==> src/rtl/rr_arbiter_4x1_pkg.sv <==
// Shared constants, slot state encoding and the rotating-priority search
// used by the 4-requester round-robin arbiter.
package rr_arbiter_4x1_pkg;

   localparam int unsigned NUM_REQ = 4;
   localparam int unsigned SEL_W   = 2;

   typedef enum logic {
      ST_EMPTY = 1'b0,
      ST_FULL  = 1'b1
   } state_t;

   // Returns {found, index}: first set bit of req scanning upward from start
   // with wrap. When nothing is set the index is start itself.
   function automatic logic [SEL_W:0] rr_search(input logic [NUM_REQ-1:0] req,
                                                input logic [SEL_W-1:0]   start);
      logic [SEL_W-1:0] idx;
      logic             found;
      logic [SEL_W:0]   result;
      found  = 1'b0;
      result = {1'b0, start};
      for (int unsigned k = 0; k < NUM_REQ; k++) begin
         idx = start + SEL_W'(k);
         if (!found && req[idx]) begin
            found  = 1'b1;
            result = {1'b1, idx};
         end
      end
      return result;
   endfunction

endpackage

==> src/rtl/rr_arbiter_4x1_mux.sv <==
// Parameterized 4:1 word multiplexer driven by the arbiter grant index.
module mux_4x1_param
   import rr_arbiter_4x1_pkg::*;
#(
   parameter int unsigned N = 4
) (
   input  logic [N-1:0]     in0,
   input  logic [N-1:0]     in1,
   input  logic [N-1:0]     in2,
   input  logic [N-1:0]     in3,
   input  logic [SEL_W-1:0] sel,
   output logic [N-1:0]     out
);

   always_comb begin
      out = in0;
      case (sel)
         2'd1:    out = in1;
         2'd2:    out = in2;
         2'd3:    out = in3;
         default: out = in0;
      endcase
   end

endmodule

==> src/rtl/rr_arbiter_4x1.sv <==
// Round-robin arbiter merging four valid/ready requesters into one
// registered single-entry output slot.
module rr_arbiter_4x1
   import rr_arbiter_4x1_pkg::*;
#(
   parameter int unsigned N = 4
) (
   input  logic               clk,
   input  logic               rst,
   input  logic [NUM_REQ-1:0] in_valid,
   input  logic [N-1:0]       in0,
   input  logic [N-1:0]       in1,
   input  logic [N-1:0]       in2,
   input  logic [N-1:0]       in3,
   output logic [NUM_REQ-1:0] in_ready,
   output logic               out_valid,
   input  logic               out_ready,
   output logic [N-1:0]       out_data,
   output logic [SEL_W-1:0]   out_src,
   output logic [SEL_W-1:0]   sel
);

   state_t           state;
   state_t           state_nxt;
   logic [SEL_W-1:0] ptr;
   logic [SEL_W:0]   search;
   logic             found;
   logic             free;
   logic             accept;
   logic [N-1:0]     mux_out;

   mux_4x1_param #(.N(N)) u_mux (
      .in0 (in0),
      .in1 (in1),
      .in2 (in2),
      .in3 (in3),
      .sel (sel),
      .out (mux_out)
   );

   always_ff @(posedge clk) begin
      if (rst) state <= ST_EMPTY;
      else     state <= state_nxt;
   end

   // Grant and next-state are purely a function of in_valid, ptr, state and
   // out_ready; in_ready is forced low for the whole reset cycle.
   always_comb begin
      search    = rr_search(in_valid, ptr);
      found     = search[SEL_W];
      sel       = search[SEL_W-1:0];
      free      = (state == ST_EMPTY) || out_ready;
      accept    = 1'b0;
      in_ready  = '0;
      state_nxt = state;
      if (!rst && found && free) begin
         accept        = 1'b1;
         in_ready[sel] = 1'b1;
      end
      case (state)
         ST_EMPTY: if (accept) state_nxt = ST_FULL;
         ST_FULL: begin
            if (accept)         state_nxt = ST_FULL;
            else if (out_ready) state_nxt = ST_EMPTY;
         end
         default: state_nxt = ST_EMPTY;
      endcase
   end

   always_ff @(posedge clk) begin
      if (rst) begin
         out_data <= '0;
         out_src  <= '0;
         ptr      <= '0;
      end else if (accept) begin
         out_data <= mux_out;
         out_src  <= sel;
         ptr      <= sel + SEL_W'(1);
      end
   end

   assign out_valid = (state == ST_FULL);

endmodule

==> config.mk <==
export PLATFORM = sky130hd
export DESIGN_NAME = rr_arbiter_4x1
export DESIGN_NICKNAME = d
export VERILOG_FILES = /design/src/rtl/rr_arbiter_4x1_pkg.sv /design/src/rtl/rr_arbiter_4x1_mux.sv /design/src/rtl/rr_arbiter_4x1.sv
export SDC_FILE = /design/constraint.sdc
export NUM_CORES = 1
export LEC_CHECK = 0
export ABC_AREA = 1
export ABC_CLOCK_PERIOD_IN_PS = 5400
export BUFFER_PORTS_ARGS = -buffer_cell sky130_fd_sc_hd__buf_4
export CAP_MARGIN = 5
export CORE_MARGIN = 10
export CORE_UTILIZATION = 25
export DETAILED_ROUTE_END_ITERATION = 7
export PLACE_DENSITY = 0.57
export SYNTH_ARGS = -nofsm -noshare
export SYNTH_HDL_FRONTEND = slang
export SYNTH_SLANG_ARGS = --single-unit
==> constraint.sdc <==
create_clock -name clk -period 5.4 [get_ports clk]
set_clock_uncertainty 0.2 [all_clocks]
set_input_delay 1.35 -clock clk [delete_from_list [all_inputs] [get_ports clk]]
set_output_delay 1.35 -clock clk [all_outputs]
set_load 0.01 [all_outputs]
== After elaboration in Yosys (flattened, before gate mapping) ==
Index checks and enable logic that the tools add are counted.

* Register bits: 9
* Input port bits: 23
* Output and inout port bits: 13

* Add/subtract/negate cells: 4
* $lt $le $gt $ge: 6
* Eq/ne operators: 3
* Multiplexer cells: 24
* Bitwise gates (word level): 1
* Reductions and logical operators: 11

{| class="wikitable"
|+ Operators with widths
! cell !! number
|-
| 2-bit by 3-bit less-than comparator with 1-bit output (second input constant) || 5
|-
| 1-bit two-way mux || 12
|-
| 3-bit two-way mux || 4
|-
| 4-bit case mux with 3 select lines || 1
|-
| 1-bit binary-select mux with 2-bit select || 4
|-
| 1-bit logical AND || 6
|-
| 2-bit by 1-bit adder with 2-bit output (second input constant) || 2
|-
| 2-bit adder (second input constant) || 2
|-
| 2-bit == test (second input constant) || 2
|-
| 1-bit logical NOT || 4
|-
| 4-bit two-way mux || 1
|-
| 1-bit demux with 2-bit select || 1
|-
| 2-bit by 1-bit == test with 1-bit output (second input constant) || 1
|-
| 2-bit by 1-bit >= comparator with 1-bit output (second input constant) || 1
|-
| 1-bit case mux with 2 select lines || 1
|-
| 1-bit logical OR || 1
|-
| 1-bit inverter || 1
|}

== Longest topological paths before layout ==
Gate-level depths: netlist of run 1.

* Depth after elaboration: 17
* Gate-level depth with buffers: 18
* Gate-level depth less buffers: 18

== Hierarchy ==
A second synthesis of run 1 with hierarchy kept.

* Cells, all modules: 156
* Area, all modules: 937.1 µm²

{| class="wikitable"
|+ Modules (own cells, without submodules)
! module !! times used !! cells each !! area an instance (µm²) !! sequential area each (µm²)
|-
| rr_arbiter_4x1 || 1 || 131 || 795.8 || 180.2
|-
| mux_4x1_param || 1 || 25 || 141.4 || 0.0
|}

== Worst setup path before layout of run 1 ==
Ideal clock, no wire load.

* Path type: input to output
* From: input in_valid[1]
* To: output in_ready[3]
* Arrival: 2,706 ps
* Data required time: 3,850 ps
* Setup slack: 1,144 ps
* Stages: 14
* Cell sequence: nand2_1 -> nand2_1 -> nand2_1 -> nand2_1 -> nor2_8 -> nand2_1 -> nand2_1 -> nand2_1 -> nand2_1 -> nand2_1 -> inv_1 -> ha_1 -> inv_1 -> nor2_1

* Word-level cells in the longest chain between the ends: 17
* Elaborated cells on any way between the ends: 29

{| class="wikitable"
|+ Ends and longest elaborated chain
! item !! RTL line !! source
|-
| start: declaration || rr_arbiter_4x1.sv:10 || <nowiki>input logic [NUM_REQ-1:0] in_valid,</nowiki>
|-
| 1-bit binary-select mux with 2-bit select || rr_arbiter_4x1_pkg.sv:24 || <nowiki>if (!found && req[idx]) begin</nowiki>
|-
| 1-bit two-way mux (implied by the code) || rr_arbiter_4x1_pkg.sv:24 ||
|-
| 1-bit two-way mux || rr_arbiter_4x1_pkg.sv:24 ||
|-
| 1-bit logical NOT || rr_arbiter_4x1_pkg.sv:24 ||
|-
| 1-bit logical AND || rr_arbiter_4x1_pkg.sv:24 ||
|-
| 1-bit two-way mux || rr_arbiter_4x1_pkg.sv:24 ||
|-
| 1-bit logical NOT || rr_arbiter_4x1_pkg.sv:24 ||
|-
| 1-bit logical AND || rr_arbiter_4x1_pkg.sv:24 ||
|-
| [... 2 more ...] || n/a ||
|-
| 1-bit logical AND || rr_arbiter_4x1_pkg.sv:24 ||
|-
| 3-bit two-way mux (*) || rr_arbiter_4x1_pkg.sv:24 ||
|-
| net sel[1] || rr_arbiter_4x1.sv:20 || <nowiki>output logic [SEL_W-1:0] sel</nowiki>
|-
| 2-bit by 3-bit less-than comparator with 1-bit output (implied by the code) or 2-bit by 1-bit >= comparator with 1-bit output (tied branches) || rr_arbiter_4x1.sv:58 || <nowiki>in_ready[sel] = 1'b1;</nowiki>
|-
| 1-bit logical AND (implied by the code) || rr_arbiter_4x1.sv:58 ||
|-
| 1-bit two-way mux (implied by the code) || rr_arbiter_4x1.sv:58 ||
|-
| 1-bit demux with 2-bit select (*) || rr_arbiter_4x1.sv:58 ||
|-
| 4-bit two-way mux (*) || rr_arbiter_4x1.sv:56 || <nowiki>if (!rst && found && free) begin</nowiki>
|-
| end: declaration || rr_arbiter_4x1.sv:15 || <nowiki>output logic [NUM_REQ-1:0] in_ready,</nowiki>
|}

Mark *: on every way through the listed nets, which the timed path passes. The rest lies on a longest branch. The select of a mux whose other input is x is not followed.

== Final worst setup path of run 1 ==
* From: input in_valid[1]
* To: output in_ready[2]

* Word-level cells in the longest chain between the ends: 17
* Elaborated cells on any way between the ends: 29

{| class="wikitable"
|+ Ends and longest elaborated chain
! item !! RTL line
|-
| 1-bit binary-select mux with 2-bit select || rr_arbiter_4x1_pkg.sv:24
|-
| 1-bit two-way mux (implied by the code) || rr_arbiter_4x1_pkg.sv:24
|-
| 1-bit two-way mux || rr_arbiter_4x1_pkg.sv:24
|-
| 1-bit logical NOT || rr_arbiter_4x1_pkg.sv:24
|-
| 1-bit logical AND || rr_arbiter_4x1_pkg.sv:24
|-
| 1-bit two-way mux || rr_arbiter_4x1_pkg.sv:24
|-
| 1-bit logical NOT || rr_arbiter_4x1_pkg.sv:24
|-
| 1-bit logical AND || rr_arbiter_4x1_pkg.sv:24
|-
| 1-bit two-way mux || rr_arbiter_4x1_pkg.sv:24
|-
| 1-bit logical NOT || rr_arbiter_4x1_pkg.sv:24
|-
| 1-bit logical AND || rr_arbiter_4x1_pkg.sv:24
|-
| 3-bit two-way mux (*) || rr_arbiter_4x1_pkg.sv:24
|-
| 2-bit by 3-bit less-than comparator with 1-bit output (implied by the code) or 2-bit by 1-bit >= comparator with 1-bit output (tied branches) || rr_arbiter_4x1.sv:58
|-
| 1-bit logical AND (implied by the code) || rr_arbiter_4x1.sv:58
|-
| 1-bit two-way mux (implied by the code) || rr_arbiter_4x1.sv:58
|-
| 1-bit demux with 2-bit select || rr_arbiter_4x1.sv:58
|-
| 4-bit two-way mux (*) || rr_arbiter_4x1.sv:56
|}

Every way passes the cells marked *; elsewhere a longest branch is shown, timed or not. The select of a mux whose other input is x is not followed.

==> results.txt, run 1 <==
Tcrit/Tclk final: 83.82%
Leak Pwr: 0.6215 nW
initial antenna violation count: 0
FF-to-FF Start: ptr[0]
Clock Latency Late Sink: 0.27 ns
Final ANT Viol Nets: 0
critical path required time: 3.85 ns
CP endpoint kind: output port
final worst path period need: 4.526 ns
EDFF count, synth: 0
Die Area: 6117 um2
Clock Tree Root: clkbuf_4
post-route cell area: 1167 um2
clock network power share: 6.3%
syn_nets: 166
Critical Path Fanout Max: 6
GPL Wtd Cong: 0.8211
Cell Pwr Density: 710.6 nW/um2
cts repair resizes: 0
Avg Inst Size Synth: 6.138 um2
cell taking the most area after synthesis: dfxtp_1
CP Launch Type: input pin
Post-DP HPWL: 1882 um
vias in the first global route: 874
met1 Use GR: 9.428%
GRT met2 Usage: 11.68%
IO Count: 36
synthesized instance count: 138
clock-pin slew on the worst setup and hold paths: 0.06 ns
Placed Area: 1140 um2
# rows: 21
final core occ: 35.26%
top cells by count, synth: 42 x nand2_1, 19 x nor2_1, 16 x inv_1
first-pass GRT wire length: 3877 um
area grow syn2layout: 37.81%
max_cap viols: 0
final net count: 204
Hold Vio Cnt, Final: 0
Post-Layout Cell Count: 221
fmax: 220.9 MHz
Slew @ Worst Pin: 0.3883 ns
drt via density: 4.240
Sinks on Clock Net: 9
CP startpoint: in_valid[1]
sw power: 0.4505 mW
top area cells in the synthesized netlist: dfxtp_1 21%, nand2_1 19%, nor2_1 8.4%
most common cell in the netlist: nand2_1
wire per inst: 10.30 um
logic gate share of total power: 79.0%
Async S/R FF share, synth: 0%
Post-CTS Hold Buffers: 0
internal power: 0.3790 mW
status: finished, final reports clean
Die H: 78.21 um
TritonCTS clock tree: built
worst hold path type: reg2reg
Num CTS Buffers: 3
cell area after synthesis: 847.1 um2
post-synthesis sequential area ratio: 21.27%
total power: 0.8295 mW
critical path arrival: 2.98 ns
Synthesis Warnings: 0
Starting Density: 25.59%
count of final setup violators: 0
H-tree Lvls: 1
Worst IR Drop VDD: 0.3142 mV
# Post-CTS Setup Buffers: 0
synthesized flop and latch total: 9
# fillers: 382
Die Wd: 78.21 um
met3 usage: 1.367%
Setup TNS: 0 ns
port buffer count: 35
normalized max-slew margin: 74.08%
switching share of power: 54.31%
max-slew violation count: 0
Placed Cells incl. Taps: 217
CTS max path bufs: 2
largest net degree at the start of global routing: 14
RSZ-0062 raised after global routing: false
total global routing overflow: 0
initial DRC count: 41
gr busiest metal: met2
hold wc startpoint: out_data[1]
DRT Wirelength: 2276 um
Pre-antenna DRT Iters: 5
proportion of layout cells with a drive suffix above 1: 31.43%
top cell type's share of synthesized area: 21.27%
n_diodes: 0
DRC: 0
synth unique cells: 20
via count: 937
total core area: 3311 um2
critical path class: in2out
Synth Flop Type: dfxtp_1
register share of total power: 14.7%
total track usage: 7.355%
[worst max-delay path, cell delays in order]
cell and delay (ns):
buf_4 0.11, nand2_1 0.09, nand2_1 0.06, nand2_1 0.05, nand2_1 0.12, nor2_8 0.17
nand2_1 0.06, nand2_1 0.06, nand2_1 0.04, nand2_1 0.07, nand2_1 0.11, inv_1 0.13
ha_1 0.26, inv_1 0.06, nor2_1 0.10, buf_4 0.13
[power groups by stage]
stage               clock [mW]  combinational [mW]  sequential, mW
floorplan                    0               0.477           0.123
finish                  0.0520               0.655           0.122
detailed placement           0               0.654           0.124
global placement             0               0.670           0.125
global route            0.0560               0.750           0.127
CTS                     0.0530               0.661           0.123
[final timing paths]
kind / to / slack [ns] / depth (start not counted)
worst min register to register: out_data[1] / 0.29 / 2
worst min-delay path: out_data[1] / 0.29 / 2
worst max-delay path: in_ready[2] / 0.87 / 16
worst max register to register: out_data[2] / 2.57 / 16
[cells in the final DEF (no fill, tap or decap)]
cell | Yosys | final
nand3_1 | 11 | 11
dfxtp_1 | 9 | 9
inv_1 | 16 | 16
a31oi_1 | 4 | 4
inv_2 | 2 | 2
buf_4 | 1 | 35
o21a_1 | 1 | 1
clkbuf_4 | 0 | 3
nor2_8 | 1 | 1
ha_1 | 5 | 5
nor2_1 | 19 | 19
nand2_4 | 2 | 2
o21ai_0 | 3 | 3
a21oi_1 | 5 | 5
nand3_4 | 1 | 1
nand4_1 | 2 | 2
clkinv_2 | 0 | 1
nand2_1 | 42 | 42
nand2_2 | 9 | 9
a21oi_2 | 1 | 1
o21ai_1 | 3 | 3
[state kept, by name, summed over array words and instances (netlist names)]
name	cells
out_src	2
out_data	4
out_valid	1
ptr	2
[kinds of logic after synthesis]
| group | count (synthesis) | synth area share, % |
|---|---|---|
| fa+ha+maj | 5 | 7.386 |
| buf+inv | 20 | 11.23 |
| flops | 9 | 21.27 |
| compound gates | 17 | 11.37 |
| simple gates | 87 | 48.74 |
[metal layers]
| metal | vias up | wire (um) | part of all wire [%] |
|---|---|---|---|
| met5 | - | 0 | 0 |
| met4 | 0 | 10 | 0.44 |
| met3 | 2 | 108 | 4.7 |
| met2 | 26 | 1125 | 49 |
| met1 | 397 | 1032 | 45 |
| li1 | 512 | - | - |
[final cells by class]
type | instances | area, um2 | share of cell area (%)
Clock buffer | 3 | 22.52 | 1.929
Clock inverter | 1 | 5.005 | 0.4287
Inverter | 18 | 67.56 | 5.788
Multi-Input combinational cell | 109 | 571.8 | 48.98
Sequential cell | 9 | 180.2 | 15.43
Tap cell | 46 | 57.56 | 4.930
Timing Repair Buffer | 35 | 262.8 | 22.51
[metrics by stage]
step / setup slack, ns / hold WS, ns
after floorplan: 1.144 / 0.2909
after global placement: 0.8947 / 0.2734
after detailed placement: 0.8809 / 0.2778
after CTS: 0.8693 / 0.2910
after global routing: 0.6012 / 0.3193
final: 0.8737 / 0.2877
Power figures use the tool's default switching activity.
==> run 2, diff against run 1 <==
ABC_CLOCK_PERIOD_IN_PS = 3940   (was 5400)
PLACE_DENSITY = 0.59   (was 0.57)
clock period = 3.94 ns   (was 5.4 ns; I/O delays follow)
==> results.txt, run 2 (same netlist as run 1, synthesis figures left out) <==
status: finished, final reports clean
Met1 Routed Length: 1086 um (+5.2%)
DRT Wirelength: 2410 um (+5.9%)
total core area: 3311 um2 (unchanged)
final worst path period need: 3.695 ns
R2R Setup Slk: 1.29 ns (-1.28 ns)
fmax: 270.6 MHz
FF-to-FF Start: ptr[0]
met2 wire len: 1208 um (+7.4%)
worst hold path type: reg2reg
Tcrit/Tclk final: 93.78%
Placed Cells incl. Taps: 219 (+0.92%)
CP endpoint kind: output port
Post-Layout Cell Count: 223 (+0.90%)
hold wc startpoint: out_src[1]
initial antenna violation count: 0 (unchanged)
critical path class: in2out
count of final setup violators: 0 (unchanged)
max_cap viols: 0 (unchanged)
commonest non-fill, non-tap cell in the layout: nand2_1
met3 wire length: 92 um (-15%)
WHS Endpoint: out_src[1]
Die Wd: 78.21 um (unchanged)
max reg flops: 4 (unchanged)
Leak Pwr: 0.6263 nW (+0.78%)
H-tree Lvls: 1 (unchanged)
cell family with most CP delay: simple AND/OR/NAND/NOR gates
Num CTS Buffers: 3 (unchanged)
Clock Latency Late Sink: 0.25 ns (-0.02 ns)
critical-path cell list: buf_4 > nand2_1 > nand2_1 > nand2_1 > nand2_1 > nor2_8 > nand3_1 > nand2_1 > nand2_2 > inv_1 > ha_2 > inv_1 > nor2_1 > buf_4
reg2reg path depth: 16 (unchanged)
via count: 944 (+0.75%)
Die H: 78.21 um (unchanged)
Final ANT Viol Nets: 0 (unchanged)
RSZ-0062 raised after global routing: false
# Post-CTS Setup Buffers: 0 (unchanged)
Slew @ Worst Pin: 0.2763 ns (-0.1121 ns)
vias in the first global route: 889 (+1.7%)
normalized max-slew margin: 81.56% (+7.5 points)
Hold Path Depth: 2 (unchanged)
Sinks on Clock Net: 9 (unchanged)
DRC: 0 (unchanged)
most frequent cells in the layout: 41 x nand2_1, 37 x buf_4, 19 x nor2_1, 15 x inv_1, 11 x nand3_1
Largest regs: out_data (4), out_src (2), ptr (2)
total track usage: 7.564% (+0.21 points)
slowest stage delay, CP: 0.23 ns (-0.03 ns)
Die Area: 6117 um2 (unchanged)
max-slew violation count: 0 (unchanged)
Setup TNS: 0 ns (unchanged)
GPL Wtd Cong: 0.7786 (-5.2%)
largest net degree at the start of global routing: 14 (unchanged)
Hold Vio Cnt, Final: 0 (unchanged)
Top Layer Used: met4
CP max stage cell: ha_2
proportion of layout cells with a drive suffix above 1: 33.90% (+2.5 points)
critical path arrival: 2.51 ns (-0.47 ns)
drt via density: 4.233 (-0.16%)
# rows: 21 (unchanged)
total global routing overflow: 0 (unchanged)
Pre-antenna DRT Iters: 4 (-1)
Starting Density: 25.59% (unchanged)
CTS max path bufs: 2 (unchanged)
critical path required time: 2.75 ns (-1.10 ns)
Critical Path Fanout Max: 6 (unchanged)
TritonCTS clock tree: built
IO Count: 36 (unchanged)
Worst Path Buf+Inv: 4 (unchanged)
Clock Tree Root: clkbuf_4
final net count: 206 (+0.98%)
clock-pin slew on the worst setup and hold paths: 0.06 ns (about the same)
Post-DP HPWL: 1976 um (+5.0%)
port buffer count: 35 (unchanged)
CP Launch Type: input pin
wire per inst: 10.81 um (+4.9%)
Worst IR Drop VDD: 0.5575 mV (+77%)
cell mode on critical path: nand2_1
initial DRC count: 39 (-4.9%)
n_diodes: 0 (unchanged)
first-pass GRT wire length: 4022 um (+3.7%)
Cell Pwr Density: 1006 nW/um2 (+42%)
area grow syn2layout: 40.18%
Biggest register: out_data
R2R Path End: out_data[1]
==> run 2: worst max-delay path by stage <==
stage                  end  slack, ns         from  cells after the start
2_1_floorplan  in_ready[3]       0.41  in_valid[1]                     14
3_3_place_gp   in_ready[3]       0.19  in_valid[1]                     16
3_5_place_dp   in_ready[3]       0.15  in_valid[1]                     16
4_1_cts        in_ready[3]       0.14       ptr[0]                     16
5_1_grt        in_ready[3]       0.04  in_valid[0]                     16
6_report       in_ready[3]       0.25  in_valid[1]                     14
==> run 2: worst register-to-register path, stage by stage (launching register included) <==
cell and delay [ns]:
dfxtp_2 0.45, inv_1 0.18, nand2_1 0.13, nand2_1 0.06
nand2_1 0.05, nand2_1 0.12, nor2_8 0.17, nand3_1 0.10
nand2_1 0.10, nand2_2 0.10, inv_1 0.12, ha_1 0.19
buf_4 0.13, nand2_1 0.04, a31oi_1 0.24, o21ai_1 0.12
nor2_1 0.09
==> run 2: layout make-up <==
cell class	count	area, um2
Tap cell	46	57.56
Inverter	18	67.56
Fill cell	391	2123
Multi-Input combinational cell	109	576.8
Timing Repair Buffer	37	277.8
Clock buffer	4	26.28
Sequential cell	9	181.4
==> run 2: timing repair <==
item	CTS	global route
resized for setup	0	4
endpoints found under the setup margin	0	3
hold buffers	0	0
==> run 2: routing by layer <==
layer  vias up  track usage (%)
li1        511                -
met1       406            9.688
met2        25            12.66
met3         2            1.253
met4         0            2.151
met5         -                0
==> run 2: metrics by stage <==
stage | setup WS [ns] | hold WS [ns] | utilization, % | power, mW | cell area, um2
2_1_floorplan | 0.4137 | 0.2909 | - | 0.8216 | 847.1
3_3_place_gp | 0.1903 | 0.2682 | 34.88 | 1.116 | 1155
3_5_place_dp | 0.1537 | 0.2787 | 34.88 | 1.111 | 1155
4_1_cts | 0.1367 | 0.2928 | 35.68 | 1.193 | 1181
5_1_grt | 0.04496 | 0.3079 | 35.87 | 1.353 | 1187
6_report | 0.2452 | 0.2885 | 35.87 | 1.195 | 1187
==> run 2: where the power goes <==
group / switching (mW) / internal [mW] / total (mW) / leakage [nW]
Clock: 0.0309 / 0.0389 / 0.0699 / 0.0150
Sequential: 0.0384 / 0.131 / 0.170 / 0.0752
Combinational: 0.569 / 0.386 / 0.956 / 0.536
